[src/rtl/generic_func_pack.sv]
// Shared helper functions used across the codebase.
// Kept tiny so any block can import it at elaboration time.
package generic_func_pack;

  function automatic bit is_pow2(input int unsigned v);
    return (v != 0) && ((v & (v - 1)) == 0);
  endfunction

endpackage

[src/rtl/pkt_fifo_pkg.sv]
// Types and helpers for the packet-aware FIFO.
// Write FSM states and pointer sizing.
package pkt_fifo_pkg;

  typedef enum logic [1:0] {
    WR_IDLE = 2'd0,
    WR_PKT  = 2'd1,
    WR_DROP = 2'd2
  } wr_state_t;

  function automatic int ptr_width(input int depth);
    return (depth > 1) ? $clog2(depth) : 1;
  endfunction

endpackage

[src/rtl/avalon_st_if.sv]
// Avalon-ST style streaming bundle with valid/ready handshake.
// master drives the payload, slave drives rdy.
interface avalon_st_if #(
  parameter int DATA_WIDTH  = 8,
  parameter int EMPTY_WIDTH = 1
);

  logic [DATA_WIDTH-1:0]  data;
  logic [EMPTY_WIDTH-1:0] empty;
  logic                   sop;
  logic                   eop;
  logic                   vld;
  logic                   rdy;

  modport master (
    output data, empty, sop, eop, vld,
    input  rdy
  );

  modport slave (
    input  data, empty, sop, eop, vld,
    output rdy
  );

endinterface

[src/rtl/sdp_ram.sv]
// Simple dual-port RAM: synchronous write,
// combinational read.
module sdp_ram #(
  parameter int WIDTH = 8,
  parameter int DEPTH = 16,
  parameter int AW    = $clog2(DEPTH)
) (
  input  logic             clk,
  input  logic             we,
  input  logic [AW-1:0]    waddr,
  input  logic [WIDTH-1:0] wdata,
  input  logic [AW-1:0]    raddr,
  output logic [WIDTH-1:0] rdata
);

  logic [WIDTH-1:0] mem [DEPTH];

  always_ff @(posedge clk) begin
    if (we) mem[waddr] <= wdata;
  end

  assign rdata = mem[raddr];

endmodule

[src/rtl/pkt_fifo.sv]
// Store-and-forward packet FIFO: only complete, error-free
// packets reach the read side; bad packets are rolled back.
module pkt_fifo
  import pkt_fifo_pkg::*;
  import generic_func_pack::*;
#(
  parameter int FIFO_DEPTH     = 16,
  parameter int AF_THRESH      = FIFO_DEPTH - 2,
  parameter int AE_THRESH      = 1,
  parameter int DROP_CNT_WIDTH = 16,
  parameter int DATA_WIDTH     = 8,
  parameter int EMPTY_WIDTH    = 1,
  localparam int LVL_W = $clog2(FIFO_DEPTH + 1)
) (
  input  logic                      clk,
  input  logic                      rst_n,
  avalon_st_if.slave                write,
  input  logic                      write_err,
  avalon_st_if.master               read,
  output logic [LVL_W-1:0]          fill_level,
  output logic [LVL_W-1:0]          pkt_cnt,
  output logic [DROP_CNT_WIDTH-1:0] drop_cnt,
  output logic                      full,
  output logic                      empty,
  output logic                      almost_full,
  output logic                      almost_empty
);

  localparam int PTR_W      = ptr_width(FIFO_DEPTH);
  localparam int META_WIDTH = EMPTY_WIDTH + 2;
  localparam int WORD_W     = DATA_WIDTH + META_WIDTH;

  localparam logic [PTR_W:0] DEPTH_LVL =
    (PTR_W+1)'(FIFO_DEPTH);
  localparam logic [PTR_W:0] AF_LVL =
    (PTR_W+1)'(AF_THRESH);
  localparam logic [PTR_W:0] AE_LVL =
    (PTR_W+1)'(AE_THRESH);

  if (!is_pow2(FIFO_DEPTH) || FIFO_DEPTH < 4) begin : g_depth_chk
    $error("pkt_fifo: FIFO_DEPTH must be a power of 2 >= 4");
  end

  wr_state_t state;
  wr_state_t state_nxt;

  logic [PTR_W:0] wr_ptr;
  logic [PTR_W:0] commit_ptr;
  logic [PTR_W:0] rd_ptr;
  logic [PTR_W:0] wr_ptr_nxt;
  logic [PTR_W:0] commit_ptr_nxt;
  logic [PTR_W:0] used_lvl;
  logic [PTR_W:0] cmt_lvl;

  logic             cmt_zero;
  logic             oversize;
  logic             wr_fire;
  logic             rd_fire;
  logic             cmt_inc;
  logic [1:0]       drop_inc;
  logic             ram_we;
  logic [PTR_W-1:0] ram_waddr;
  logic [WORD_W-1:0] wdata;
  logic [WORD_W-1:0] rdata;

  logic [DROP_CNT_WIDTH:0] drop_sum;

  assign used_lvl = wr_ptr - rd_ptr;
  assign cmt_lvl  = commit_ptr - rd_ptr;
  assign cmt_zero = (cmt_lvl == '0);

  assign fill_level   = LVL_W'(used_lvl);
  assign full         = (used_lvl == DEPTH_LVL);
  assign empty        = cmt_zero;
  assign almost_full  = (used_lvl >= AF_LVL);
  assign almost_empty = (cmt_lvl <= AE_LVL);

  // In WR_PKT a full FIFO with nothing committed can only mean
  // the current packet alone overflows storage.
  assign oversize = full & cmt_zero;

  always_comb begin
    write.rdy = ~full;
    unique case (state)
      WR_IDLE: write.rdy = ~full;
      WR_PKT:  write.rdy = ~full | cmt_zero;
      WR_DROP: write.rdy = 1'b1;
      default: write.rdy = ~full;
    endcase
  end

  assign wr_fire = write.vld & write.rdy;
  assign rd_fire = read.vld & read.rdy;

  assign wdata = {write.data, write.empty,
                  write.sop, write.eop};

  always_comb begin
    state_nxt      = state;
    wr_ptr_nxt     = wr_ptr;
    commit_ptr_nxt = commit_ptr;
    cmt_inc        = 1'b0;
    drop_inc       = 2'd0;
    ram_we         = 1'b0;
    ram_waddr      = wr_ptr[PTR_W-1:0];
    if (wr_fire) begin
      unique case (state)
        WR_IDLE: begin
          if (write.sop) begin
            ram_we = 1'b1;
            if (!write.eop) begin
              wr_ptr_nxt = wr_ptr + 1'b1;
              state_nxt  = WR_PKT;
            end else if (write_err) begin
              drop_inc = 2'd1;
            end else begin
              wr_ptr_nxt     = wr_ptr + 1'b1;
              commit_ptr_nxt = wr_ptr + 1'b1;
              cmt_inc        = 1'b1;
            end
          end
        end
        WR_PKT: begin
          if (write.sop) begin
            // Framing fault: restart the packet at commit_ptr.
            ram_we    = 1'b1;
            ram_waddr = commit_ptr[PTR_W-1:0];
            drop_inc  = 2'd1;
            if (!write.eop) begin
              wr_ptr_nxt = commit_ptr + 1'b1;
            end else if (write_err) begin
              wr_ptr_nxt = commit_ptr;
              drop_inc   = 2'd2;
              state_nxt  = WR_IDLE;
            end else begin
              wr_ptr_nxt     = commit_ptr + 1'b1;
              commit_ptr_nxt = commit_ptr + 1'b1;
              cmt_inc        = 1'b1;
              state_nxt      = WR_IDLE;
            end
          end else if (oversize) begin
            wr_ptr_nxt = commit_ptr;
            drop_inc   = 2'd1;
            state_nxt  = write.eop ? WR_IDLE : WR_DROP;
          end else begin
            ram_we = 1'b1;
            if (!write.eop) begin
              wr_ptr_nxt = wr_ptr + 1'b1;
            end else if (write_err) begin
              wr_ptr_nxt = commit_ptr;
              drop_inc   = 2'd1;
              state_nxt  = WR_IDLE;
            end else begin
              wr_ptr_nxt     = wr_ptr + 1'b1;
              commit_ptr_nxt = wr_ptr + 1'b1;
              cmt_inc        = 1'b1;
              state_nxt      = WR_IDLE;
            end
          end
        end
        WR_DROP: begin
          if (write.eop) state_nxt = WR_IDLE;
        end
        default: state_nxt = WR_IDLE;
      endcase
    end
  end

  assign drop_sum = {1'b0, drop_cnt} +
                    (DROP_CNT_WIDTH+1)'(drop_inc);

  always_ff @(posedge clk or negedge rst_n) begin
    if (!rst_n) begin
      state      <= WR_IDLE;
      wr_ptr     <= '0;
      commit_ptr <= '0;
      rd_ptr     <= '0;
      pkt_cnt    <= '0;
      drop_cnt   <= '0;
    end else begin
      state      <= state_nxt;
      wr_ptr     <= wr_ptr_nxt;
      commit_ptr <= commit_ptr_nxt;
      if (rd_fire) rd_ptr <= rd_ptr + 1'b1;
      unique case ({cmt_inc, rd_fire & rdata[0]})
        2'b10:   pkt_cnt <= pkt_cnt + 1'b1;
        2'b01:   pkt_cnt <= pkt_cnt - 1'b1;
        default: pkt_cnt <= pkt_cnt;
      endcase
      drop_cnt <= drop_sum[DROP_CNT_WIDTH] ? '1 :
                  drop_sum[DROP_CNT_WIDTH-1:0];
    end
  end

  sdp_ram #(
    .WIDTH (WORD_W),
    .DEPTH (FIFO_DEPTH),
    .AW    (PTR_W)
  ) u_ram (
    .clk   (clk),
    .we    (ram_we),
    .waddr (ram_waddr),
    .wdata (wdata),
    .raddr (rd_ptr[PTR_W-1:0]),
    .rdata (rdata)
  );

  assign read.data  = rdata[WORD_W-1 -: DATA_WIDTH];
  assign read.empty = rdata[2 +: EMPTY_WIDTH];
  assign read.sop   = rdata[1];
  assign read.eop   = rdata[0];
  assign read.vld   = ~cmt_zero;

endmodule

[src/flat_wrapper.sv]
// flat-port wrapper written by rule: the top's interface ports become plain ports
module pkt_fifo_flat import pkt_fifo_pkg::*; import generic_func_pack::*;
#(
  parameter int FIFO_DEPTH     = 16,
  parameter int AF_THRESH      = FIFO_DEPTH - 2,
  parameter int AE_THRESH      = 1,
  parameter int DROP_CNT_WIDTH = 16,
  parameter int DATA_WIDTH     = 8,
  parameter int EMPTY_WIDTH    = 1,
  localparam int LVL_W = $clog2(FIFO_DEPTH + 1)
)
  (clk, rst_n, write_err, fill_level, pkt_cnt, drop_cnt, full, empty, almost_full, almost_empty, write_data, write_empty, write_sop, write_eop, write_vld, write_rdy, read_data, read_empty, read_sop, read_eop, read_vld, read_rdy);
  avalon_st_if #(.DATA_WIDTH(DATA_WIDTH), .EMPTY_WIDTH(EMPTY_WIDTH)) write_i ();
  avalon_st_if #(.DATA_WIDTH(DATA_WIDTH), .EMPTY_WIDTH(EMPTY_WIDTH)) read_i ();
  input  logic clk;
  input  logic rst_n;
  input  logic write_err;
  output logic [LVL_W-1:0] fill_level;
  output logic [LVL_W-1:0] pkt_cnt;
  output logic [DROP_CNT_WIDTH-1:0] drop_cnt;
  output logic full;
  output logic empty;
  output logic almost_full;
  output logic almost_empty;
  input wire logic [$bits(write_i.data)-1:0] write_data;
  input wire logic [$bits(write_i.empty)-1:0] write_empty;
  input wire logic [$bits(write_i.sop)-1:0] write_sop;
  input wire logic [$bits(write_i.eop)-1:0] write_eop;
  input wire logic [$bits(write_i.vld)-1:0] write_vld;
  output wire logic [$bits(write_i.rdy)-1:0] write_rdy;
  output wire logic [$bits(read_i.data)-1:0] read_data;
  output wire logic [$bits(read_i.empty)-1:0] read_empty;
  output wire logic [$bits(read_i.sop)-1:0] read_sop;
  output wire logic [$bits(read_i.eop)-1:0] read_eop;
  output wire logic [$bits(read_i.vld)-1:0] read_vld;
  input wire logic [$bits(read_i.rdy)-1:0] read_rdy;
  assign write_i.data = write_data;
  assign write_i.empty = write_empty;
  assign write_i.sop = write_sop;
  assign write_i.eop = write_eop;
  assign write_i.vld = write_vld;
  assign write_rdy = write_i.rdy;
  assign read_data = read_i.data;
  assign read_empty = read_i.empty;
  assign read_sop = read_i.sop;
  assign read_eop = read_i.eop;
  assign read_vld = read_i.vld;
  assign read_i.rdy = read_rdy;
  pkt_fifo #(.FIFO_DEPTH(FIFO_DEPTH), .AF_THRESH(AF_THRESH), .AE_THRESH(AE_THRESH), .DROP_CNT_WIDTH(DROP_CNT_WIDTH), .DATA_WIDTH(DATA_WIDTH), .EMPTY_WIDTH(EMPTY_WIDTH)) u_core (.clk(clk), .rst_n(rst_n), .write(write_i), .write_err(write_err), .read(read_i), .fill_level(fill_level), .pkt_cnt(pkt_cnt), .drop_cnt(drop_cnt), .full(full), .empty(empty), .almost_full(almost_full), .almost_empty(almost_empty));
endmodule
[config.mk]
export PLATFORM = sky130hd
export DESIGN_NAME = pkt_fifo_flat
export DESIGN_NICKNAME = d
export VERILOG_FILES = /design/src/rtl/generic_func_pack.sv /design/src/rtl/pkt_fifo_pkg.sv /design/src/rtl/avalon_st_if.sv /design/src/rtl/sdp_ram.sv /design/src/rtl/pkt_fifo.sv /design/src/flat_wrapper.sv
export SDC_FILE = /design/constraint.sdc
export NUM_CORES = 1
export LEC_CHECK = 0
export ABC_AREA = 1
export CORE_MARGIN = 2
export CORE_UTILIZATION = 50
export DETAILED_ROUTE_END_ITERATION = 8
export GPL_TIMING_DRIVEN = 1
export PLACE_DENSITY_LB_ADDON = 0.2
export SLEW_MARGIN = 5
export SYNTH_ARGS = -nofsm -noshare
export SYNTH_HDL_FRONTEND = slang
export SYNTH_SLANG_ARGS = --single-unit
[constraint.sdc]
create_clock -name clk -period 4.9 [get_ports clk]
set_input_delay 0.98 -clock clk [delete_from_list [all_inputs] [get_ports clk]]
set_output_delay 0.98 -clock clk [all_outputs]
set_load 0.02 [all_outputs]
Yosys cells after proc, flatten, opt, wreduce, memory -nomap -nowiden:

Memories as Yosys holds them, arrays and structs flattened.
Index checks and enable logic that the tools add are counted.

* add/subtract/negate cells: 8
* $lt $le $gt $ge: 2
* equality and inequality tests: 10
* muxes and demuxes: 52
* bitwise operators: 7
* reductions and logical operators: 7

Operators with widths (count)
* 5-bit 2-to-1 mux: 14
* 5-bit case mux with 2 select lines: 3
* 2-bit 2-to-1 mux: 13
* 5-bit by 1-bit adder with 5-bit output, second input constant: 4
* 16-bit by 2-bit adder with 17-bit output: 1
* 16-bit 2-to-1 mux: 1
* 1-bit 2-to-1 mux: 13
* 4-bit 2-to-1 mux: 3
* 5-bit subtractor: 2
* 3-bit != test, second input constant: 3
* 1-bit case mux with 2 select lines: 3
* 2-bit case mux with 3 select lines: 1
* 5-bit == test, second input constant: 1
* 5-bit by 4-bit >= comparator with 1-bit output, second input constant: 1
* 5-bit by 1-bit less-or-equal comparator with 1-bit output, second input constant: 1
* 5-bit logical NOT: 1
* 5-bit AND reduction: 1
* 5-bit by 1-bit subtractor with 5-bit output, second input constant: 1
* 1-bit bitwise AND: 4
* 2-bit by 1-bit == test with 1-bit output, second input constant: 2
* 2-bit == test, second input constant: 2
* 2-bit != test, second input constant: 2
* 2-bit case mux with 2 select lines: 1
* 4-bit AND reduction: 1
* 5 further kinds: 7

* register bits: 38
* bits in writable memories: 176
* output and inout bits: 43
* word-level logic and storage cells: 93
* memories: 1

Memory list
* u_core.u_ram.mem: words 16, bits a word 11, read ports 1, clocked after memory_dff 0, write ports 1, line sdp_ram.sv:16 `logic [WIDTH-1:0] mem [DEPTH];`

Depth between registers and ports, before layout:

* depth in word-level cells: 9
* gate-level depth with buffers: 27
* mapped depth without buffers: 26

Modules after synthesis:

From an unflattened synthesis, not the netlist that was laid out.

* cells, all modules: 1163
* area total of the unflattened synthesis: 10709.0 um2

By module, submodules not included
* sdp_ram: times used 1, cells an instance 736, area an instance 7628.6 um2, seq. area each 5285.1 um2
* pkt_fifo: times used 1, cells an instance 427, area an instance 3080.5 um2, seq. area each 950.9 um2

Worst setup path before layout:

No wires, ideal clock.

* path kind: register to register
* from: register u_core.rd_ptr[1]
* to: register u_core.drop_cnt[13]
* setup time: 83 ps
* arrival time: 4346 ps
* data required time: 4817 ps
* setup slack: 471 ps
* stages on the path, launching flop included: 28
* period minus slack after synthesis: 4429 ps
* cell sequence: dfrtp_1 clkbuf_1 clkinv_1 clkbuf_1 ha_1 nand2_1 nand2_1 nand3_1 nand3_1 nor2_1 nand2_1 buf_2 nand3_1 a31oi_1 nor2_1 ha_1 inv_1 fa_1 nor2_1 inv_1 nor2_1 nand2_1 nor4_2 nand2_1 nor2_1 nand2_1 and2_0 o21ai_0

* longest elaborated chain between the ends: 9
* elaborated cells between the ends (all ways): 15

Ends and longest elaborated chain
* start: declaration: line pkt_fifo.sv:49 `logic [PTR_W:0] rd_ptr;`
* start signal: assignment: line pkt_fifo.sv:184 `if (rd_fire) rd_ptr <= rd_ptr + 1'b1;`
* 5-bit subtractor *: line pkt_fifo.sv:69 `assign cmt_lvl = commit_ptr - rd_ptr;`
* 5-bit logical NOT *: line pkt_fifo.sv:70 `assign cmt_zero = (cmt_lvl == '0);`
* via empty: line flat_wrapper.sv:22 `output logic empty;`
* 1-bit bitwise AND: line pkt_fifo.sv:80 `assign oversize = full & cmt_zero;`
* 2-bit 2-to-1 mux: line pkt_fifo.sv:141 `end else if (oversize) begin`
* 2-bit 2-to-1 mux: line pkt_fifo.sv:124 `if (write.sop) begin`
* 2-bit case mux with 2 select lines: line pkt_fifo.sv:107 `unique case (state)`
* 2-bit 2-to-1 mux *: line pkt_fifo.sv:106 `if (wr_fire) begin`
* 16-bit by 2-bit adder with 17-bit output *: line pkt_fifo.sv:169 `assign drop_sum = {1'b0, drop_cnt} +`
* 16-bit 2-to-1 mux *: line pkt_fifo.sv:190 `drop_cnt <= drop_sum[DROP_CNT_WIDTH] ? '1 :`
* end signal: assignment: line pkt_fifo.sv:190
* end: declaration: line pkt_fifo.sv:22 `output logic [DROP_CNT_WIDTH-1:0] drop_cnt,`

Mark *: on every way through the listed nets, which the timed path passes. The rest lies on a longest branch.
A chain may end at the register's enable or synchronous reset.

Final worst setup path:

* from: register u_core.wr_ptr[0]
* to: register u_core.drop_cnt[13]

* longest elaborated chain between the ends: 9
* elaborated cells between the ends (all ways): 13

Ends and longest elaborated chain
* start: declaration: line pkt_fifo.sv:47 `logic [PTR_W:0] wr_ptr;`
* start signal: assignment: line pkt_fifo.sv:182 `wr_ptr <= wr_ptr_nxt;`
* 5-bit subtractor *: line pkt_fifo.sv:68 `assign used_lvl = wr_ptr - rd_ptr;`
* 5-bit == test *: line pkt_fifo.sv:73 `assign full = (used_lvl == DEPTH_LVL);`
* 1-bit bitwise AND / 1-bit inverter (equally long branches)
* 2-bit 2-to-1 mux / 1-bit bitwise OR (equally long branches): line pkt_fifo.sv:141, pkt_fifo.sv:86
* 2-bit 2-to-1 mux / 1-bit case mux with 2 select lines (equally long branches): line pkt_fifo.sv:124, pkt_fifo.sv:84
* 2-bit case mux with 2 select lines / 1-bit bitwise AND (equally long branches): line pkt_fifo.sv:107, pkt_fifo.sv:92
* 2-bit 2-to-1 mux *: line pkt_fifo.sv:106
* 16-bit by 2-bit adder with 17-bit output *: line pkt_fifo.sv:169
* 16-bit 2-to-1 mux *: line pkt_fifo.sv:190

Every way passes the cells marked *; elsewhere a longest branch is shown, timed or not.

==> impl_results.md <==
* #FFs+latches synth at 214
* Slew Viols, Final at 0
* DP Wirelength at 15,900 um
* Pwr Density at 635 nW/um2
* Setup TNS at 0 ps
* Global Route met2 Usage at 39.5%
* Post-Synthesis Cells at 956
* Distinct cells, synth at 46
* Worst R2R Start: u_core.wr_ptr[0]
* Antenna-violating nets left at 0
* Top Usage Layer GRT: met2
* Post-synth EDFFs at 176
* Non-Filler Instances at 1,314
* Drc violations at 0
* Syn nets at 997
* Critical Path AT at 4890 ps
* Die height at 145 um
* Final period utilization at 91.1%
* Synth top area share at 52.8%
* Leakage at 0.00442 uW
* Post-Route WL at 24,500 um
* Commonest cells after routing, fill and taps aside: 176 x edfxtp_1, 142 x nand2_1, 138 x nor2_1
* Rows at 51
* Slew margin rel. at 38.8%
* Final WS setup at 438 ps
* DR pass1 iterations at 5
* F_max at 224 MHz
* RD Place Congestion at 0.915
* Initial DRC count at 630
* Netlist Area Pre-Place at 10,000 um2
* GR Util met3 at 3.54%
* Placed insts at 1,272
* GR met1 Demand/Resource at 29.8%
* Layout cells sized above 1 at 9.25%
* CTS tree: done
* Antenna violations before repair at 0
* WHS Path Cells at 1
* Final Power at 7510 uW
* CP Launch Type: flop
* Worst slack at placement at 347 ps
* IO Pins at 59
* Status: finished, final reports clean
* Clock Pin Slew Worst Setup and Hold Paths at 60 ps
* Drt via density at 5.59
* Syn. warnings at 0
* Worst hold start: u_core.pkt_cnt[4]
* Final worst path period need at 4460 ps
* Max-cap viol count at 0
* # clock sinks at 214
* Sequential fraction of the synthesis area at 62.3%
* Latest clock arrival within the worst-skew pair at 520 ps
* Vias in the first global route at 7,238
* Final hold vios at 0
* RSZ-0062 raised after global routing: false
* Root Buffer: clkbuf_16
* Total grt overflow at 0
* Crit. End Element: flop
* Total die area at 21,200 um2
* Die X at 145 um
* DR vias at 7,349
* Setup CP Type: flop to flop
* Core area at 19,500 um2
* # nets final at 1,074
* Commonest non-fill, non-tap cell in the layout: edfxtp_1
* Syn_area_per_cell at 10.5 um2
* IO buf count at 58
* Synth top area cells: edfxtp_1 53%, dfrtp_1 9.5%, o21ai_0 6.5%
* Synth area leader: edfxtp_1
* Worst path required time at 5330 ps
* Slew at the pin with the worst max-slew slack at 918 ps
* Post-CTS Setup Bufs at 0
* WL/cell at 18.7 um
* Clock buffer depth at 3
* Critical Path Start: u_core.wr_ptr[0]
* Hold/Removal Path Class: flop to flop
* Max rail drop VDD at 0.862 mV
* Max Clock Skew at 16.2 ps
* First-pass GRT wire length at 38,300 um
* CP Max Fanout at 15
* H-tree depth at 1
* Starting Density at 51.2%
* P&R area growth vs syn at 18.2%
* Asr flop ratio synth at 17.8%
* Ant. Diodes at 0
* Pin count of the biggest net entering global routing at 91
* Worst R2R Path Depth at 23
* CTS buffer count at 24
* # setup viols final at 0
* Top FF cell, synth: edfxtp_1
* GRT Util Overall at 23.0%
layer usage:
layer | vias to the layer above | wire length [um]
li1 | 3526 | -
met1 | 3493 | 10200
met2 | 273 | 12000
met3 | 57 | 1570
met4 | 0 | 699
met5 | - | 0
power breakdown:
part | internal [uW] | switching, uW
logic | 1280 | 2160
clock network | 1060 | 715
registers | 2120 | 172
total | 4460 | 3050
kinds of logic after synthesis:
kind of cell	share of synthesized area, %
xor gates and xnor gates	1.49
buffers and inverters	4.54
DFF	62.3
AOI/OAI and AO/OA	12.6
adders and majority gates	3.43
and+or+nand+nor	15.6
Yosys cell counts (all sizes together) (6+ instances only):
master / number
ha: 21
clkbuf: 36
edfxtp: 176
nand3: 49
nand2: 145
o21ai: 130
nor2: 142
o221ai: 16
dfrtp: 38
o22ai: 30
inv: 72
nor3: 6
buf: 7
nand4: 11
xor2: 13
a21oi: 20
o211ai: 10
layout make-up:
cell class	instances	area [um2]
timing repair buffer	94	858
clock inverter	16	179
clock buffer	26	608
fill	1641	7700
multi-input combinational	624	3320
sequential	214	6240
inverter	75	285
tap	265	332
sequential cells by signal (all words and copies together) (netlist names):
register           count
u_core.drop_cnt       16
u_core.state           2
u_core.commit_ptr      5
u_core.wr_ptr          5
u_core.rd_ptr          5
u_core.pkt_cnt         5
u_core.u_ram.mem     176
worst paths after layout:
check | end | slack, ps
min | u_core.pkt_cnt[4] | 470
min reg2reg | u_core.pkt_cnt[4] | 470
min in group asynchronous | u_core.drop_cnt[15] | 600
max in group asynchronous | u_core.rd_ptr[0] | 3670
max | u_core.drop_cnt[13] | 440
max reg2reg | u_core.drop_cnt[13] | 440
critical path: stages (launching register included):
cell and delay, ps:
dfrtp_1 420, inv_1 140, ha_1 240, fa_1 470
xnor2_1 300, nor2_1 80, nand3_1 130, nor2_4 70
nand2_4 130, nand3_4 220, nor2_1 190, ha_1 190
inv_1 60, fa_1 390, nor2_1 160, inv_1 80
nor2_1 150, nand2_1 130, nor4_4 200, nand2_1 170
nor2_1 170, nand2_1 90, and2_0 150, o21ai_0 60
repair_timing:
action / in CTS / in global routing
endpoints found under the setup margin: 0 / 1
gates resized for setup: 0 / 3
hold buffers: 0 / 0
through the flow:
step	hold slack [ps]	cell area, um2	util (%)
6_report	472	11800	60.5
2_1_floorplan	483	10000	-
3_3_place_gp	462	11000	56.4
4_1_cts	475	11800	60.5
5_1_grt	497	11800	60.5
3_5_place_dp	460	11000	56.4
Note: power is estimated with default switching activity, not from simulation.
